===== src/rtl/avalon_fb_writer_pkg.sv =====
// Shared constants, register offsets and FSM encoding for the HPS-to-framebuffer bridge.
package avalon_fb_writer_pkg;

  localparam int unsigned ADDR_W   = 16;
  localparam int unsigned FB_DEPTH = 65536;

  localparam logic [1:0] REG_FILL_COLOUR = 2'd0;
  localparam logic [1:0] REG_FILL_GO     = 2'd1;
  localparam logic [1:0] REG_STATUS      = 2'd2;

  typedef enum logic [1:0] {
    ST_IDLE,
    ST_RD_WAIT,
    ST_RD_DATA,
    ST_FILL
  } state_t;

endpackage


===== src/rtl/avalon_fb_writer_if.sv =====
// Avalon-MM slave bus between the HPS-FPGA bridge and the framebuffer writer.
interface avalon_fb_writer_if;

  logic [18:0] address;
  logic        read;
  logic        write;
  logic [31:0] write_data;
  logic        wait_request;
  logic [31:0] read_data;
  logic        read_data_valid;

  modport slave (
    input  address, read, write, write_data,
    output wait_request, read_data, read_data_valid
  );

  modport master (
    output address, read, write, write_data,
    input  wait_request, read_data, read_data_valid
  );

endinterface


===== src/rtl/avalon_fb_writer_fill_engine.sv =====
// Fill engine: walks the framebuffer address space once with a colour latched at start.
module fb_fill_engine #(
  parameter int unsigned ADDR_W   = avalon_fb_writer_pkg::ADDR_W,
  parameter int unsigned FB_DEPTH = avalon_fb_writer_pkg::FB_DEPTH
) (
  input  logic              clk,
  input  logic              rst,
  input  logic              start,
  input  logic              run,
  input  logic [23:0]       colour_in,
  output logic [ADDR_W-1:0] addr,
  output logic [23:0]       colour,
  output logic              done
);

  localparam logic [ADDR_W-1:0] LAST_ADDR = ADDR_W'(FB_DEPTH - 1);

  // Counter holds at the last address so it can never wrap back to 0.
  always_ff @(posedge clk) begin
    if (rst) begin
      addr   <= '0;
      colour <= '0;
    end else if (start) begin
      addr   <= '0;
      colour <= colour_in;
    end else if (run && !done) begin
      addr <= addr + ADDR_W'(1);
    end
  end

  assign done = (addr == LAST_ADDR);

endmodule


===== src/rtl/avalon_fb_writer.sv =====
// Avalon-MM slave that writes/reads framebuffer pixels and runs a hardware colour fill.
module avalon_fb_writer #(
  parameter int unsigned ADDR_W   = avalon_fb_writer_pkg::ADDR_W,
  parameter int unsigned FB_DEPTH = avalon_fb_writer_pkg::FB_DEPTH
) (
  input  logic               Clock,
  input  logic               Reset,
  avalon_fb_writer_if.slave  avs,
  output logic               fb_we,
  output logic [ADDR_W-1:0]  fb_addr,
  output logic [23:0]        fb_wdata,
  input  logic [23:0]        fb_rdata,
  output logic               busy
);

  import avalon_fb_writer_pkg::*;

  state_t state, state_nxt;

  logic [23:0]       fill_colour;
  logic              we_q;
  logic [ADDR_W-1:0] addr_q;
  logic [23:0]       wdata_q;
  logic [31:0]       rdata_q;
  logic              rvalid_q;

  logic              is_reg, is_pix, stall, wr_acc, rd_acc, fill_start, fill_done;
  logic [1:0]        reg_off;
  logic [31:0]       reg_rdata;
  logic [ADDR_W-1:0] fill_addr;
  logic [23:0]       fill_wdata;
  logic              unused_bits;

  assign unused_bits = ^avs.write_data[31:24];

  always_comb begin
    reg_off   = avs.address[1:0];
    is_reg    = avs.address[18];
    is_pix    = !avs.address[18] && (avs.address[17:ADDR_W] == '0);
    stall     = 1'b0;
    reg_rdata = '0;
    case (state)
      ST_RD_WAIT, ST_RD_DATA: stall = 1'b1;
      ST_FILL:                stall = is_pix && (avs.read || avs.write);
      default:                stall = 1'b0;
    endcase
    // Write takes priority when the master raises both strobes.
    wr_acc     = avs.write && !stall;
    rd_acc     = avs.read && !avs.write && !stall;
    fill_start = wr_acc && is_reg && (reg_off == REG_FILL_GO) && (state != ST_FILL);
    case (reg_off)
      REG_FILL_COLOUR: reg_rdata = {8'h00, fill_colour};
      REG_STATUS:      reg_rdata = {31'h0, busy};
      default:         reg_rdata = '0;
    endcase
  end

  always_comb begin
    state_nxt = state;
    case (state)
      ST_IDLE: begin
        if (fill_start)            state_nxt = ST_FILL;
        else if (rd_acc && is_pix) state_nxt = ST_RD_WAIT;
      end
      ST_RD_WAIT: state_nxt = ST_RD_DATA;
      ST_RD_DATA: state_nxt = ST_IDLE;
      ST_FILL:    if (fill_done) state_nxt = ST_IDLE;
      default:    state_nxt = ST_IDLE;
    endcase
  end

  always_ff @(posedge Clock) begin
    if (Reset) begin
      state       <= ST_IDLE;
      fill_colour <= '0;
      we_q        <= 1'b0;
      addr_q      <= '0;
      wdata_q     <= '0;
      rdata_q     <= '0;
      rvalid_q    <= 1'b0;
    end else begin
      state    <= state_nxt;
      we_q     <= wr_acc && is_pix;
      rvalid_q <= rd_acc && !is_pix;
      if ((wr_acc || rd_acc) && is_pix)
        addr_q <= avs.address[ADDR_W-1:0];
      if (wr_acc && is_pix)
        wdata_q <= avs.write_data[23:0];
      if (wr_acc && is_reg && (reg_off == REG_FILL_COLOUR))
        fill_colour <= avs.write_data[23:0];
      if (rd_acc && !is_pix)
        rdata_q <= is_reg ? reg_rdata : '0;
    end
  end

  fb_fill_engine #(
    .ADDR_W   (ADDR_W),
    .FB_DEPTH (FB_DEPTH)
  ) u_fill (
    .clk       (Clock),
    .rst       (Reset),
    .start     (fill_start),
    .run       (busy),
    .colour_in (fill_colour),
    .addr      (fill_addr),
    .colour    (fill_wdata),
    .done      (fill_done)
  );

  // Pixel read data comes straight from the RAM port in the cycle it becomes valid.
  always_comb begin
    busy                = (state == ST_FILL);
    fb_we               = busy ? 1'b1 : we_q;
    fb_addr             = busy ? fill_addr : addr_q;
    fb_wdata            = busy ? fill_wdata : wdata_q;
    avs.wait_request    = stall;
    avs.read_data       = (state == ST_RD_DATA) ? {8'h00, fb_rdata} : rdata_q;
    avs.read_data_valid = rvalid_q || (state == ST_RD_DATA);
  end

endmodule


===== src/flat_wrapper.sv =====
// flat-port wrapper written by rule: the top's interface ports become plain ports
module avalon_fb_writer_flat import avalon_fb_writer_pkg::*;
#(
  parameter int unsigned ADDR_W   = avalon_fb_writer_pkg::ADDR_W,
  parameter int unsigned FB_DEPTH = avalon_fb_writer_pkg::FB_DEPTH
)
  (Clock, Reset, fb_we, fb_addr, fb_wdata, fb_rdata, busy, avs_address, avs_read, avs_write, avs_write_data, avs_wait_request, avs_read_data, avs_read_data_valid);
  avalon_fb_writer_if avs_i ();
  input  logic Clock;
  input  logic Reset;
  output logic fb_we;
  output logic [ADDR_W-1:0] fb_addr;
  output logic [23:0] fb_wdata;
  input  logic [23:0] fb_rdata;
  output logic busy;
  input wire logic [$bits(avs_i.address)-1:0] avs_address;
  input wire logic [$bits(avs_i.read)-1:0] avs_read;
  input wire logic [$bits(avs_i.write)-1:0] avs_write;
  input wire logic [$bits(avs_i.write_data)-1:0] avs_write_data;
  output wire logic [$bits(avs_i.wait_request)-1:0] avs_wait_request;
  output wire logic [$bits(avs_i.read_data)-1:0] avs_read_data;
  output wire logic [$bits(avs_i.read_data_valid)-1:0] avs_read_data_valid;
  assign avs_i.address = avs_address;
  assign avs_i.read = avs_read;
  assign avs_i.write = avs_write;
  assign avs_i.write_data = avs_write_data;
  assign avs_wait_request = avs_i.wait_request;
  assign avs_read_data = avs_i.read_data;
  assign avs_read_data_valid = avs_i.read_data_valid;
  avalon_fb_writer #(.ADDR_W(ADDR_W), .FB_DEPTH(FB_DEPTH)) u_core (.Clock(Clock), .Reset(Reset), .avs(avs_i), .fb_we(fb_we), .fb_addr(fb_addr), .fb_wdata(fb_wdata), .fb_rdata(fb_rdata), .busy(busy));
endmodule

===== config.mk =====
export PLATFORM = sky130hd
export DESIGN_NAME = avalon_fb_writer_flat
export DESIGN_NICKNAME = d
export VERILOG_FILES = /design/src/rtl/avalon_fb_writer_pkg.sv /design/src/rtl/avalon_fb_writer_if.sv /design/src/rtl/avalon_fb_writer_fill_engine.sv /design/src/rtl/avalon_fb_writer.sv /design/src/flat_wrapper.sv
export SDC_FILE = /design/constraint.sdc
export NUM_CORES = 1
export LEC_CHECK = 0
export CAP_MARGIN = 10
export CORE_MARGIN = 2
export CORE_UTILIZATION = 52
export DETAILED_ROUTE_END_ITERATION = 10
export GPL_TIMING_DRIVEN = 1
export PLACE_DENSITY = 0.87
export REMOVE_ABC_BUFFERS = 1
export SLEW_MARGIN = 20
export SYNTH_ARGS = -nofsm -noshare
export SYNTH_HDL_FRONTEND = slang
export SYNTH_SLANG_ARGS = --single-unit

===== constraint.sdc =====
create_clock -name Clock -period 5.95 [get_ports Clock]
set_input_delay 0.595 -clock Clock [delete_from_list [all_inputs] [get_ports Clock]]
set_output_delay 0.595 -clock Clock [all_outputs]
set_load 0.01 [all_outputs]

**Word level (Yosys, flattened, before mapping)**

Index checks and enable logic that the tools add are counted.

- $add $sub $neg: 1
- Eq/ne operators: 9
- Multiplexer cells: 11
- Reductions and logical operators: 28

Operators by type and width:

| kind | count |
|---|---|
| 24-bit two-way mux | 2 |
| 24-bit case mux with 2 select lines | 1 |
| 32-bit two-way mux | 1 |
| 16-bit by 1-bit adder with 16-bit output, second input constant | 1 |
| 16-bit equality test, second input constant | 1 |
| 16-bit two-way mux | 1 |
| 1-bit logical AND | 14 |
| 2-bit case mux with 4 select lines | 1 |
| 2-bit equality test, second input constant | 3 |
| 2-bit logical NOT | 3 |
| 2-bit two-way mux | 3 |
| 1-bit logical NOT | 5 |
| 2-bit by 1-bit equality test with 1-bit output, second input constant | 2 |
| 2-bit OR reduction | 2 |
| 1-bit logical OR | 3 |
| 3-bit by 1-bit != test with 1-bit output, second input constant | 1 |
| 2-bit by 1-bit != test with 1-bit output, second input constant | 1 |
| 2-bit != test, second input constant | 1 |
| 1-bit case mux with 2 select lines | 1 |
| 2-bit AND reduction | 1 |
| 1-bit two-way mux | 1 |

- Register bits: 140
- Logic and storage cells: 58

**Longest topological paths before layout**

- Depth after elaboration: 11
- Mapped depth: 9

**Cells and area by module**

From an unflattened synthesis, not the netlist that was laid out.

- Cell total of the unflattened synthesis: 661
- Area, all modules: 6,149.6 um2

Modules (own cells, without submodules):

| module | instances | cells each | area each (um2) |
|---|---|---|---|
| avalon_fb_writer | 1 | 491 | 4,519.3 |
| fb_fill_engine | 1 | 170 | 1,630.3 |

**Worst setup path before layout**

Ideal clock, no wire load.

- Kind: flip-flop to output port
- Start: register u_core.state[1]
- End: output fb_addr[0]
- Data arrival time: 1,746 ps
- Required time: 5,355 ps
- Path slack: 3,609 ps
- Cell stages (with the launch flop): 5
- Path buffers: 2
- Path through: dfxtp_1 ha_1 clkbuf_1 clkbuf_1 mux2_2

- Cells in the longest elaborated chain, start to end: 2

Ends and longest elaborated chain:

| element | line | RTL |
|---|---|---|
| start: declaration | avalon_fb_writer.sv:18 | `state_t state, state_nxt;` |
| start signal: assignment | avalon_fb_writer.sv:82 | `state <= state_nxt;` |
| 2-bit equality test | avalon_fb_writer.sv:112 | `busy = (state == ST_FILL);` |
| net busy | flat_wrapper.sv:15 | `output logic busy;` |
| 16-bit two-way mux | avalon_fb_writer.sv:114 | `fb_addr = busy ? fill_addr : addr_q;` |
| end: declaration | flat_wrapper.sv:12 | `output logic [ADDR_W-1:0] fb_addr;` |

The timed path passes the listed nets, and every way through them passes these cells.

**Final worst setup path**

- Start: register u_core.state[1]
- End: output fb_wdata[8]

- Cells in the longest elaborated chain, start to end: 2

Ends and longest elaborated chain:

| element | line | RTL |
|---|---|---|
| 2-bit equality test | avalon_fb_writer.sv:112 |  |
| 24-bit two-way mux | avalon_fb_writer.sv:115 | `fb_wdata = busy ? fill_wdata : wdata_q;` |
| end: declaration | flat_wrapper.sv:13 | `output logic [23:0] fb_wdata;` |

No other way between the ends.

==> run summary <==
number of nets with antenna violations after detailed routing -> 0
number of instances in the synthesized netlist -> 633
category of the worst setup path capture point -> primary output
Critical Path Source Type -> flop
Highest Clock Rate -> 279 MHz
number of vias after detailed routing -> 5006
Int Power -> 1.79 mW
WP data required -> 5.36 ns
antenna violations before repair -> 0
Die X -> 109 um
worst supply voltage drop on vdd -> 0.193 mV
final worst setup slack -> 2.37 ns
commonest cells after routing, fill and taps aside -> sky130_fd_sc_hd__nand2_1, sky130_fd_sc_hd__clkdlybuf4s50_1, sky130_fd_sc_hd__dfxtp_1, sky130_fd_sc_hd__a21oi_1, sky130_fd_sc_hd__mux2_2
final cycle utilization of the critical path -> 60.2%
wire length of the first global-routing pass -> 23200 um
xor/xnor cell area share of the yosys netlist -> 1.69%
combined area of all synthesized cells -> 5690 sq um
largest family of logic cells by synthesized area -> simple AND/OR/NAND/NOR gates
switching share of power -> 24.9%
total power per unit cell area -> 307 nW/um^2
Initial Utilization -> 52.9%
largest net degree at the start of global routing -> 58
sw power -> 0.594 mW
combinational share of power -> 15.9%
number of synthesized flops with an enable pin -> 0
Final Routed Wirelength -> 14800 um
Worst-path clk slew -> 0.06 ns
number of warnings reported in the yosys synthesis log -> 0
area of the die -> 11800 sq um
status -> complete, no violations
Num Clock Sinks -> 132
Compound-Gate Fraction of Synth Area -> 12.6%
clock tree from TritonCTS -> done
Synth Area in Simple Gates -> 17.6%
Setup Fix Bufs, Post-CTS -> 0
most common library cell in the layout ignoring fill and taps -> sky130_fd_sc_hd__nand2_1
crit path time final -> 3.58 ns
fraction of the yosys area taken by sequential cells -> 46.5%
Setup Total Neg Slack -> 0 ns
measured slew at the worst slew-check pin -> 1.06 ns
pre-CTS worst setup slack -> 2.87 ns
overflow left after global routing -> 0
number of DRC violations after detailed routing -> 0
number of hold buffers added after cts -> 0
share of cell area taken by muxes after synthesis -> 15.6%
power share of the clock group -> 45.4%
overall routing resource usage -> 25.2%
placed wire-length estimate -> 9410 um
depth of the CTS H-tree -> 4
proportion of power drawn by flip-flops and latches -> 38.7%
Avg Vias per Cell -> 5.50
max_cap viols -> 0
clock skew -> 0.0159 ns
Worst Path Arrival -> 2.99 ns
share of flip-flops with an asynchronous set or reset after synthesis -> 0%
synthesized-area fraction occupied by adder cells -> 1.32%
number of failing setup endpoints in the final timing report -> 0
Static Leakage -> 2.84 nW
Core Footprint -> 10700 sq um
worst slew slack as a fraction of its limit -> 29.2%
IO Pins -> 155
area added between synthesis and finish -> 36.3%
DRT iter0 DRCs -> 255
combined area of the multi-input logic cells -> 2840 sq um
drt first pass iters -> 5
Cell Rows -> 38
class of the tightest hold or removal check -> reg -> reg
via count of the first global-routing pass -> 4794
largest buffer count on any clock path -> 2
primary flip-flop cell chosen by synthesis mapping -> sky130_fd_sc_hd__dfxtp_1
count of cell types in the netlist -> 43
Gates resized, CTS repair -> 0
unrepaired setup endpoints after global routing -> false
final max-slew violation count -> 0
number of endpoints with negative hold slack in the final report -> 0
per-instance average area after synthesis -> 8.98 sq um
TritonCTS buffer count -> 17
proportion of layout cells with a drive suffix above 1 -> 14.8%
weighted congestion at the end of routability-driven global placement -> 0.815
maximum fanout encountered on the critical timing path -> 35
post-detailed-route wirelength per cell -> 16.3 um
kind of critical path -> reg -> out
nets -> 842
count of port buffers added during placement -> 138
fill cell count -> 786
clock latency reported for the late side of the worst-skew pair -> 0.52 ns
CTS Root Cell -> sky130_fd_sc_hd__clkbuf_8
synthesis-stage register bit count -> 132
floorplan die height -> 109 um
flip-flop and latch area -> 2640 sq um
==> layer usage <==
| metal | vias to the layer above | share of wire (%) | track usage (%) |
|---|---|---|---|
| met4 | 0 | 1.5 | 7.97 |
| met3 | 27 | 8.0 | 7.11 |
| met1 | 2375 | 41 | 30.5 |
| li1 | 2400 | - | - |
| met2 | 204 | 49 | 43.2 |
| met5 | - | 0 | 0 |
==> worst max-delay path: stages (launching register included) <==
cell and delay [ns]:
sky130_fd_sc_hd__dfxtp_1 0.39, sky130_fd_sc_hd__ha_2 0.74, sky130_fd_sc_hd__buf_4 0.43, sky130_fd_sc_hd__mux2_2 0.40
sky130_fd_sc_hd__clkdlybuf4s50_1 0.49
==> worst paths after layout <==
path                      startpoint                     end  slack (ns)  cells past startpoint
setup / recovery     u_core.state[1]             fb_wdata[8]        2.37                      4
hold / removal    u_core.wdata_q[12]      u_core.wdata_q[12]        0.45                      2
hold reg to reg   u_core.wdata_q[12]      u_core.wdata_q[12]        0.45                      2
setup reg to reg     u_core.state[1]  u_core.u_fill.addr[10]        3.24                      6
==> cells by family (layout without fill, tap and decap cells) <==
logic type | after synthesis | in the layout
simple gates | 231 | 231
xor+xnor | 11 | 11
buf+inv | 54 | 183
fa+ha+maj | 6 | 6
other cells | 1 | 9
mux | 81 | 81
flops | 132 | 132
compound gates | 117 | 117
==> per-stage QoR <==
stage	std cells	cell area, sq um	hold slack (ns)	power [mW]	utilization [%]
finish	910	7750	0.452	2.38	72.1
global route	909	7750	0.467	2.46	72.1
CTS	907	7720	0.453	2.39	71.8
detailed placement	876	7100	0.445	1.31	66.1
global placement	876	7100	0.438	1.30	66.1
floorplan	591	5470	0.427	1.13	-
==> power by group through the flow <==
| stage | Sequential [mW] | Clock (mW) | Combinational [mW] |
|---|---|---|---|
| floorplan | 0.936 | 0 | 0.189 |
| global placement | 0.938 | 0 | 0.365 |
| detailed placement | 0.941 | 0 | 0.374 |
| CTS | 0.922 | 1.09 | 0.377 |
| global route | 0.925 | 1.13 | 0.404 |
| finish | 0.922 | 1.08 | 0.378 |
==> synth_stat cells (all sizes together), types with 2 or more instances <==
master / count / share of area, %
a21oi: 76 / 6.7
a22o: 24 / 3.7
a311oi: 2 / 0.31
and2: 2 / 0.22
and3: 6 / 0.66
and4: 2 / 0.31
buf: 17 / 2.1
clkbuf: 32 / 2.1
dfxtp: 132 / 46
ha: 6 / 1.3
inv: 5 / 0.33
mux2: 63 / 12
mux2i: 18 / 3.2
nand2: 152 / 10
nand2b: 5 / 0.55
nand3: 3 / 0.26
nand4: 6 / 0.66
nor2: 36 / 2.4
nor3: 6 / 0.81
nor4: 2 / 0.22
o2111ai: 2 / 0.31
o211ai: 4 / 0.53
o21ai: 4 / 0.42
or2: 2 / 0.22
or3: 4 / 0.44
xor2: 11 / 1.7
==> registers in the layout, indices dropped and copies added, names as in the netlist <==
signal	cells
u_core.fill_colour	24
u_core.rdata_q	24
u_core.u_fill.colour	24
u_core.wdata_q	24
u_core.addr_q	16
u_core.u_fill.addr	16
u_core.state	2
u_core.rvalid_q	1
u_core.we_q	1
==> final cells by class <==
| cell class | count | area share, % |
|---|---|---|
| Clock buffer | 17 | 5.34 |
| Timing Repair Buffer | 147 | 18.8 |
| Antenna cell | 1 | 0.0323 |
| Multi-Input combinational cell | 454 | 36.6 |
| Tap cell | 140 | 2.26 |
| Inverter | 5 | 0.242 |
| Clock inverter | 14 | 2.61 |
| Sequential cell | 132 | 34.1 |
(Power assumes the default switching activity.)
